[config.mk]
export PLATFORM = sky130hd
export DESIGN_NAME = fetch_queue_flat
export DESIGN_NICKNAME = d
export VERILOG_FILES = /design/src/rtl/fetch_queue_pkg.sv /design/src/rtl/fetch_queue_if.sv /design/src/rtl/fetch_queue.sv /design/src/flat_wrapper.sv
export SDC_FILE = /design/constraint.sdc
export NUM_CORES = 1
export LEC_CHECK = 0
export ABC_AREA = 1
export BUFFER_PORTS_ARGS = -buffer_cell sky130_fd_sc_hd__buf_2
export CORE_ASPECT_RATIO = 1.25
export CORE_UTILIZATION = 45
export DETAILED_ROUTE_END_ITERATION = 16
export PLACE_DENSITY_LB_ADDON = 0.15
export SLEW_MARGIN = 20
export SYNTH_ARGS = -nofsm -noshare
export SYNTH_HDL_FRONTEND = slang
export SYNTH_SLANG_ARGS = --single-unit
[constraint.sdc]
create_clock -name clk -period 14.2 [get_ports clk]
set_clock_uncertainty 0.2 [all_clocks]
set_input_delay 2.84 -clock clk [delete_from_list [all_inputs] [get_ports clk]]
set_output_delay 2.84 -clock clk [all_outputs]
set_load 0.01 [all_outputs]
[src/rtl/fetch_queue_pkg.sv]
// ----------------------------------------------------------------------------
// fetch_queue_pkg
// Shared types for the frontend -> rename decoupling queue.
//   decode_data : one decoded instruction as handed from decode to rename
//   FQ_DEPTH    : queue depth used by the processor top
// ----------------------------------------------------------------------------
package fetch_queue_pkg;

    localparam int FQ_DEPTH = 8;

    // One decoded instruction; pc travels with it so rename/ROB can recover.
    typedef struct packed {
        logic [31:0] pc;
        logic [31:0] inst;
        logic [4:0]  rd;
        logic        rd_valid;
    } decode_data;

endpackage : fetch_queue_pkg

[src/rtl/fetch_queue_if.sv]
// ----------------------------------------------------------------------------
// fetch_queue_if
// Valid/ready stream carrying decode_data.
//   valid : producer offers data this cycle
//   data  : decoded instruction
//   ready : consumer accepts data this cycle
// Modports:
//   master : producer side (drives valid/data, observes ready)
//   slave  : consumer side (observes valid/data, drives ready)
// ----------------------------------------------------------------------------
interface fetch_queue_if;
    import fetch_queue_pkg::*;

    logic       valid;
    decode_data data;
    logic       ready;

    modport master (output valid, output data, input ready);
    modport slave  (input valid, input data, output ready);

endinterface : fetch_queue_if

[src/rtl/fetch_queue.sv]
// ----------------------------------------------------------------------------
// fetch_queue
// Decoupling FIFO between fetch/decode and rename. Absorbs decode bandwidth
// while rename is stalled, keeps rename's ready off the frontend's
// combinational path, and empties itself on a branch mispredict.
//
// Ports:
//   clk        : clock, all state on posedge
//   reset      : asynchronous active-high reset
//   push_port  : slave stream from the frontend
//                  valid = valid_in, data = data_in, ready = ready_out
//   pop_port   : master stream to rename
//                  valid = valid_out, data = data_out (first-word
//                  fall-through), ready = ready_in
//   mispredict : ROB flush request, level sensitive
//   count      : current occupancy 0..DEPTH
//   full       : count == DEPTH
//   empty      : count == 0
// ----------------------------------------------------------------------------
module fetch_queue
    import fetch_queue_pkg::*;
#(
    parameter  int DEPTH = FQ_DEPTH,
    localparam int PTR_W = $clog2(DEPTH),
    localparam int CNT_W = $clog2(DEPTH + 1)
) (
    input  logic             clk,
    input  logic             reset,
    fetch_queue_if.slave     push_port,
    fetch_queue_if.master    pop_port,
    input  logic             mispredict,
    output logic [CNT_W-1:0] count,
    output logic             full,
    output logic             empty
);

    // Pointers carry one extra wrap bit so full and empty are distinguishable
    // without consulting the occupancy counter.
    logic [PTR_W:0]   head;
    logic [PTR_W:0]   tail;
    logic [CNT_W-1:0] count_q;
    decode_data       mem [DEPTH];

    logic [PTR_W-1:0] head_idx;
    logic [PTR_W-1:0] tail_idx;
    logic             ptr_full;
    logic             ptr_empty;
    logic             push;
    logic             pop;

    assign head_idx  = head[PTR_W-1:0];
    assign tail_idx  = tail[PTR_W-1:0];
    assign ptr_empty = (head == tail);
    assign ptr_full  = (head_idx == tail_idx) && (head[PTR_W] != tail[PTR_W]);

    // ready_out looks only at registered state and mispredict so that rename
    // back-pressure never reaches the frontend combinationally. A pop in the
    // same cycle does not free a slot for a push while full.
    assign push_port.ready = !ptr_full && !mispredict;
    assign pop_port.valid  = !ptr_empty && !mispredict;
    assign pop_port.data   = mem[head_idx];

    assign push = push_port.valid && push_port.ready;
    assign pop  = pop_port.valid && pop_port.ready;

    assign count = count_q;
    assign full  = ptr_full;
    assign empty = ptr_empty;

    // Pointer and occupancy state. A mispredict wins over everything and
    // collapses the queue to the empty, zero-pointer state.
    always_ff @(posedge clk or posedge reset) begin
        if (reset) begin
            head    <= '0;
            tail    <= '0;
            count_q <= '0;
        end else if (mispredict) begin
            head    <= '0;
            tail    <= '0;
            count_q <= '0;
        end else begin
            if (push) begin
                tail <= tail + 1'b1;
            end
            if (pop) begin
                head <= head + 1'b1;
            end
            if (push && !pop) begin
                count_q <= count_q + CNT_W'(1);
            end else if (pop && !push) begin
                count_q <= count_q - CNT_W'(1);
            end
        end
    end

    // Storage is not reset; entries are only visible between head and tail.
    always_ff @(posedge clk) begin
        if (push) begin
            mem[tail_idx] <= push_port.data;
        end
    end

    // The separate counter must always agree with the pointer distance.
    count_matches_ptrs : assert property (
        @(posedge clk) disable iff (reset) count_q == CNT_W'(tail - head)
    );

endmodule : fetch_queue

[src/flat_wrapper.sv]
// flat-port wrapper written by rule: the top's interface ports become plain ports
module fetch_queue_flat import fetch_queue_pkg::*;
#(
    parameter  int DEPTH = FQ_DEPTH,
    localparam int PTR_W = $clog2(DEPTH),
    localparam int CNT_W = $clog2(DEPTH + 1)
)
  (clk, reset, mispredict, count, full, empty, push_port_valid, push_port_data, push_port_ready, pop_port_valid, pop_port_data, pop_port_ready);
  fetch_queue_if push_port_i ();
  fetch_queue_if pop_port_i ();
  input  logic clk;
  input  logic reset;
  input  logic mispredict;
  output logic [CNT_W-1:0] count;
  output logic full;
  output logic empty;
  input wire logic [$bits(push_port_i.valid)-1:0] push_port_valid;
  input wire logic [$bits(push_port_i.data)-1:0] push_port_data;
  output wire logic [$bits(push_port_i.ready)-1:0] push_port_ready;
  output wire logic [$bits(pop_port_i.valid)-1:0] pop_port_valid;
  output wire logic [$bits(pop_port_i.data)-1:0] pop_port_data;
  input wire logic [$bits(pop_port_i.ready)-1:0] pop_port_ready;
  assign push_port_i.valid = push_port_valid;
  assign push_port_i.data = push_port_data;
  assign push_port_ready = push_port_i.ready;
  assign pop_port_valid = pop_port_i.valid;
  assign pop_port_data = pop_port_i.data;
  assign pop_port_i.ready = pop_port_ready;
  fetch_queue #(.DEPTH(DEPTH)) u_core (.clk(clk), .reset(reset), .push_port(push_port_i), .pop_port(pop_port_i), .mispredict(mispredict), .count(count), .full(full), .empty(empty));
endmodule
-- Word-level counts from Yosys, hierarchy flattened
Memories as Yosys holds them, arrays and structs flattened.
Cells that the tools add are included.
- add/subtract/negate cells: 4
- eq/ne operators: 3
- reduce and logical (&&, ||, !) cells: 15
- muxes and demuxes: 9
- operators by type and width (kind ; number):
    two-way mux 4 bit ; 7
    adder 4 x 1 -> 4 bit (second input constant) ; 3
    logical AND 1 bit ; 7
    logical NOT 1 bit ; 5
    == test 4 bit ; 1
    nonzero test 2 bit ; 2
    subtractor 4 x 1 -> 4 bit (second input constant) ; 1
    == test 3 bit ; 1
    nonzero test 3 bit ; 1
    two-way mux 1 bit ; 2
    inequality test 1 bit ; 1
- flip-flop bits (word level): 12
- logic and storage cells: 35
- memories kept: 1
- bits in writable memories: 560
- output and inout bits: 78
- memories (memory ; words ; bits a word ; read ports ; clocked after memory_dff ; write ports ; RTL line ; source):
    u_core.mem ; 8 ; 70 ; 1 ; 0 ; 1 ; fetch_queue.sv:42 ; decode_data mem [DEPTH];

-- Logic depth before layout (Yosys ltp)
- word-level depth: 10
- depth in mapped cells: 17
- gate-level depth less buffers: 17

-- Least setup slack after synthesis
OpenSTA, ideal clock, no wires.
- kind: input -> register
- start point: in mispredict
- end point: mem u_core.mem[6][0] (netlist bit) (enable)
- path slack: 5271 ps
- stages on the path: 5
- data required time: 13415 ps
- data arrival time: 8144 ps
- cell sequence: clkinv_1 -> nand2_2 -> nor2_4 -> nand2_1 -> nor3_1
- cells in the longest elaborated chain, start to end: 5
- ends and longest elaborated chain (element ; RTL line ; source):
    start: declaration ; flat_wrapper.sv:13 ; input logic mispredict;
    logical NOT 1 bit ; fetch_queue.sv:59 ; assign push_port.ready = !ptr_full && !mispredict;
    logical AND 1 bit ; fetch_queue.sv:59 ;
    logical AND 1 bit ; fetch_queue.sv:63 ; assign push = push_port.valid && push_port.ready;
    two-way mux 1 bit ; fetch_queue.sv:98 ; if (push) begin
    two-way mux 1 bit (implied by the code) ; fetch_queue.sv:99 ; mem[tail_idx] <= push_port.data;
    end: declaration ; fetch_queue.sv:42 ;
No other way between the ends.

-- Final worst setup path
- start point: reg u_core.head[0]
- end point: out pop_port_data[53]
- cells in the longest elaborated chain, start to end: 1
- ends and longest elaborated chain (element ; RTL line ; source):
    start: declaration ; fetch_queue.sv:39 ; logic [PTR_W:0] head;
    start signal: assignment ; fetch_queue.sv:86 ; head <= head + 1'b1;
    memory (8 x 70 bit) ; - ;
    end: declaration ; flat_wrapper.sv:21 ; output wire logic [$bits(pop_port_i.data)-1:0] pop_port_data;
No other way between the ends.

==> results.toml <==
[run_status]
status = "finished, final reports clean"

[sta]
fin_crit_ps = 7150
slew_violations = 0
max_freq_mhz = 140
rsz0062_at_grt = "no"
slew_headroom_pct = 28.2
worst_pin_slew_ps = 1080
hold_slack_ps = 309
hold_viol = 0
fin_setup_tns_ps = 0
finalCritPeriodShare_pct = 50.3
setup_violations = 0

[pwr]
swShare_pct = 25.8
power.share.sequential_pct = 48.6
p_leak_nw = 8.64
power_density_mw_per_mm2 = 155
p_clk_share_pct = 37.1
p_int_w = 0.00293
ir_drop_mv = 0.0994
p_sw_w = 0.00102
combPwrFrac_pct = 14.3

[floorplan]
die_x_um = 201
fp.coreArea_mm2 = 0.0486
pin_count = 153
start_util_pct = 45.9
die_y_um = 251
dieArea_mm2 = 0.0505
rows = 90

[clocking]
clk_pin_slew_ps = 60
clock_sinks = 572
cts_root_buf = "clkbuf_16"
cts_buffer_depth = 3
clock_latency_ps = 600
post_cts_resized = 0
post_cts_buffers = 0
cts_tree = "built"
cts_buffers = 56
hold_buffers = 0
cts_max_level = 2

[finish]
layout.cells.non_filler = 2517
fillers = 4196
nets = 1908
drive_gt1_share_pct = 14.9
syn_to_final_growth_pct = 14.2

[logic_synthesis]
yosysMostFrequentCell = "edfxtp_1"
avgSynthCellArea_um2 = 13.1
synth-compound-area-share_pct = 10.5
synth_area_leaders = "edfxtp_1, nor2_1, o21ai_0"
synthesis.nets = 1782
async_flop_share_pct = 2.10
synth_top_cell_area_share_pct = 75.4
synthesis.area_mm2 = 0.0223
ys_seq_elements = 572
synth_top_family_by_area = "compound AO/OA/AOI/OAI gates"
synthMuxAreaShare_pct = 0
yosys.cell_types.count = 32
yosysWarnings = 0
ys_top_cells_by_count = "edfxtp_1, nor2_1, o21ai_0"
yosysSeqAreaShare_pct = 76.7
yosysTopAreaCell = "edfxtp_1"
post_synth_and_or_nand_nor_area_fraction_pct = 9.73
yosys.area_share.adder_pct = 0.314
synth_enable_flop_cells = 560
synthCells = 1702
synthFlopType = "edfxtp_1"
synth_xor_area_share_pct = 0.157

[global_route]
overflow = 0
grt_usage_pct = 20.1
grt_max_degree = 177
grt_pass1_vias = 13400
grt_antenna_before_repair = 7
grt_first_pass_wirelength_um = 77800

[setup_path]
path_class = "flip-flop to output pin"
cp.arrival_ps = 4110
cp.required_ps = 11160
start_kind = "flip-flop"
crit_fanout = 176
critPathCaptureType = "output pin"

[place]
dp_cells = 2414
dp_hpwl_um = 25800
gp_congestion = 0.771
io_buffers = 152

[drt]
wire_per_inst_um = 20.1
dr.pass1.iters = 7
via_per_inst = 5.42
antenna_left = 0
dr.first_iter.drc_count = 838
drt-total-wl_um = 50500
via_count = 13600
drc = 0

[flow_run]
drv_cap = 0

[hold_path]
hold_class = "flip-flop to flip-flop"
worst max-delay path, cell delays in order, from the launching register on:
cell and delay, ps:
dfrtp_4 740, inv_8 750, buf_4 910, o21ai_0 180
o22ai_1 180, nor2_1 60, a31oi_1 350, buf_2 210
state kept, by name, indices dropped and copies added (netlist names):
register	cells
u_core.count	4
u_core.head	4
u_core.mem	560
u_core.tail	4
final timing paths:
| check | startpoint | end | slack [ps] | cells after the start |
|---|---|---|---|---|
| max | u_core.head[0] | pop_port_data[53] | 7050 | 7 |
| min | u_core.tail[3] | u_core.tail[3] | 310 | 1 |
| max reg2reg | u_core.head[1] | u_core.mem[6][61] | 9190 | 11 |
| min reg2reg | u_core.tail[3] | u_core.tail[3] | 310 | 1 |
| max in group asynchronous | reset | u_core.head[0] | 11370 | 2 |
| min in group asynchronous | reset | u_core.tail[3] | 2060 | 2 |
placed cells by master (no fill, tap or decap), types with 2 or more instances in the layout:
| cell type | Yosys | routed |
|---|---|---|
| edfxtp_1 | 560 | 560 |
| nor2_1 | 500 | 493 |
| o21ai_0 | 285 | 285 |
| buf_2 | 21 | 152 |
| o22ai_1 | 72 | 72 |
| a31oi_1 | 70 | 70 |
| clkbuf_16 | 0 | 57 |
| nand2_1 | 41 | 41 |
| buf_4 | 14 | 22 |
| clkinv_1 | 1 | 15 |
| inv_1 | 13 | 13 |
| clkbuf_1 | 65 | 13 |
| clkinv_2 | 0 | 10 |
| dfrtp_1 | 12 | 10 |
| nor2_4 | 1 | 8 |
| bufinv_16 | 0 | 7 |
| nand3_1 | 6 | 6 |
| inv_2 | 6 | 4 |
| nand2_2 | 4 | 4 |
| a21oi_1 | 4 | 4 |
| ha_1 | 4 | 4 |
| xnor2_1 | 2 | 2 |
| inv_4 | 1 | 2 |
| nand2_4 | 2 | 2 |
| o21ai_1 | 2 | 2 |
| xor2_1 | 2 | 2 |
| buf_16 | 0 | 2 |
| dfrtp_4 | 0 | 2 |
layer usage:
| metal | track usage [%] | vias to the layer above | wire (um) |
|---|---|---|---|
| met1 | 25.6 | 6784 | 21400 |
| li1 | - | 6451 | - |
| met5 | 0 | - | 53 |
| met2 | 34.8 | 293 | 25400 |
| met3 | 4.03 | 92 | 2470 |
| met4 | 5.91 | 10 | 1150 |
cell families (layout without fill, tap and decap cells):
kind of cell | count (synthesis) | after routing
buffers and inverters | 129 | 299
adders and majority gates | 5 | 5
DFF | 572 | 572
other | 0 | 1
and+or+nand+nor | 559 | 559
AOI/OAI and AO/OA | 433 | 433
xor gates and xnor gates | 4 | 4
area by class of cell:
cell class	instances	area, um^2	share of cell area (%)
sequential	572	17100	67.2
multi-input combinational	1001	4680	18.4
clock buffer	70	1480	5.79
timing repair buffer	176	981	3.85
tap	644	806	3.16
clock inverter	32	320	1.26
inverter	21	91.3	0.358
antenna	1	2.50	0.00982
power by group through the flow:
stage / Sequential (W) / Combinational [W] / Clock [W]
3_5_place_dp: 0.00195 / 0.000571 / 0
6_report: 0.00192 / 0.000563 / 0.00146
3_3_place_gp: 0.00195 / 0.000563 / 0
2_1_floorplan: 0.00194 / 0.000382 / 0
5_1_grt: 0.00192 / 0.000633 / 0.00156
4_1_cts: 0.00192 / 0.000573 / 0.00150
per-stage QoR:
stage / utilization (%) / instance area (um^2) / total power (W) / worst slack [ps]
detailed placement: 48.7 / 23700 / 0.00252 / 7520
global placement: 48.6 / 23600 / 0.00251 / 7540
finish: 52.4 / 25500 / 0.00394 / 7050
global route: 52.4 / 25500 / 0.00411 / 6750
CTS: 52.4 / 25500 / 0.00399 / 7010
floorplan: - / 22300 / 0.00232 / 5270
Note: power is estimated with default switching activity, not from simulation.
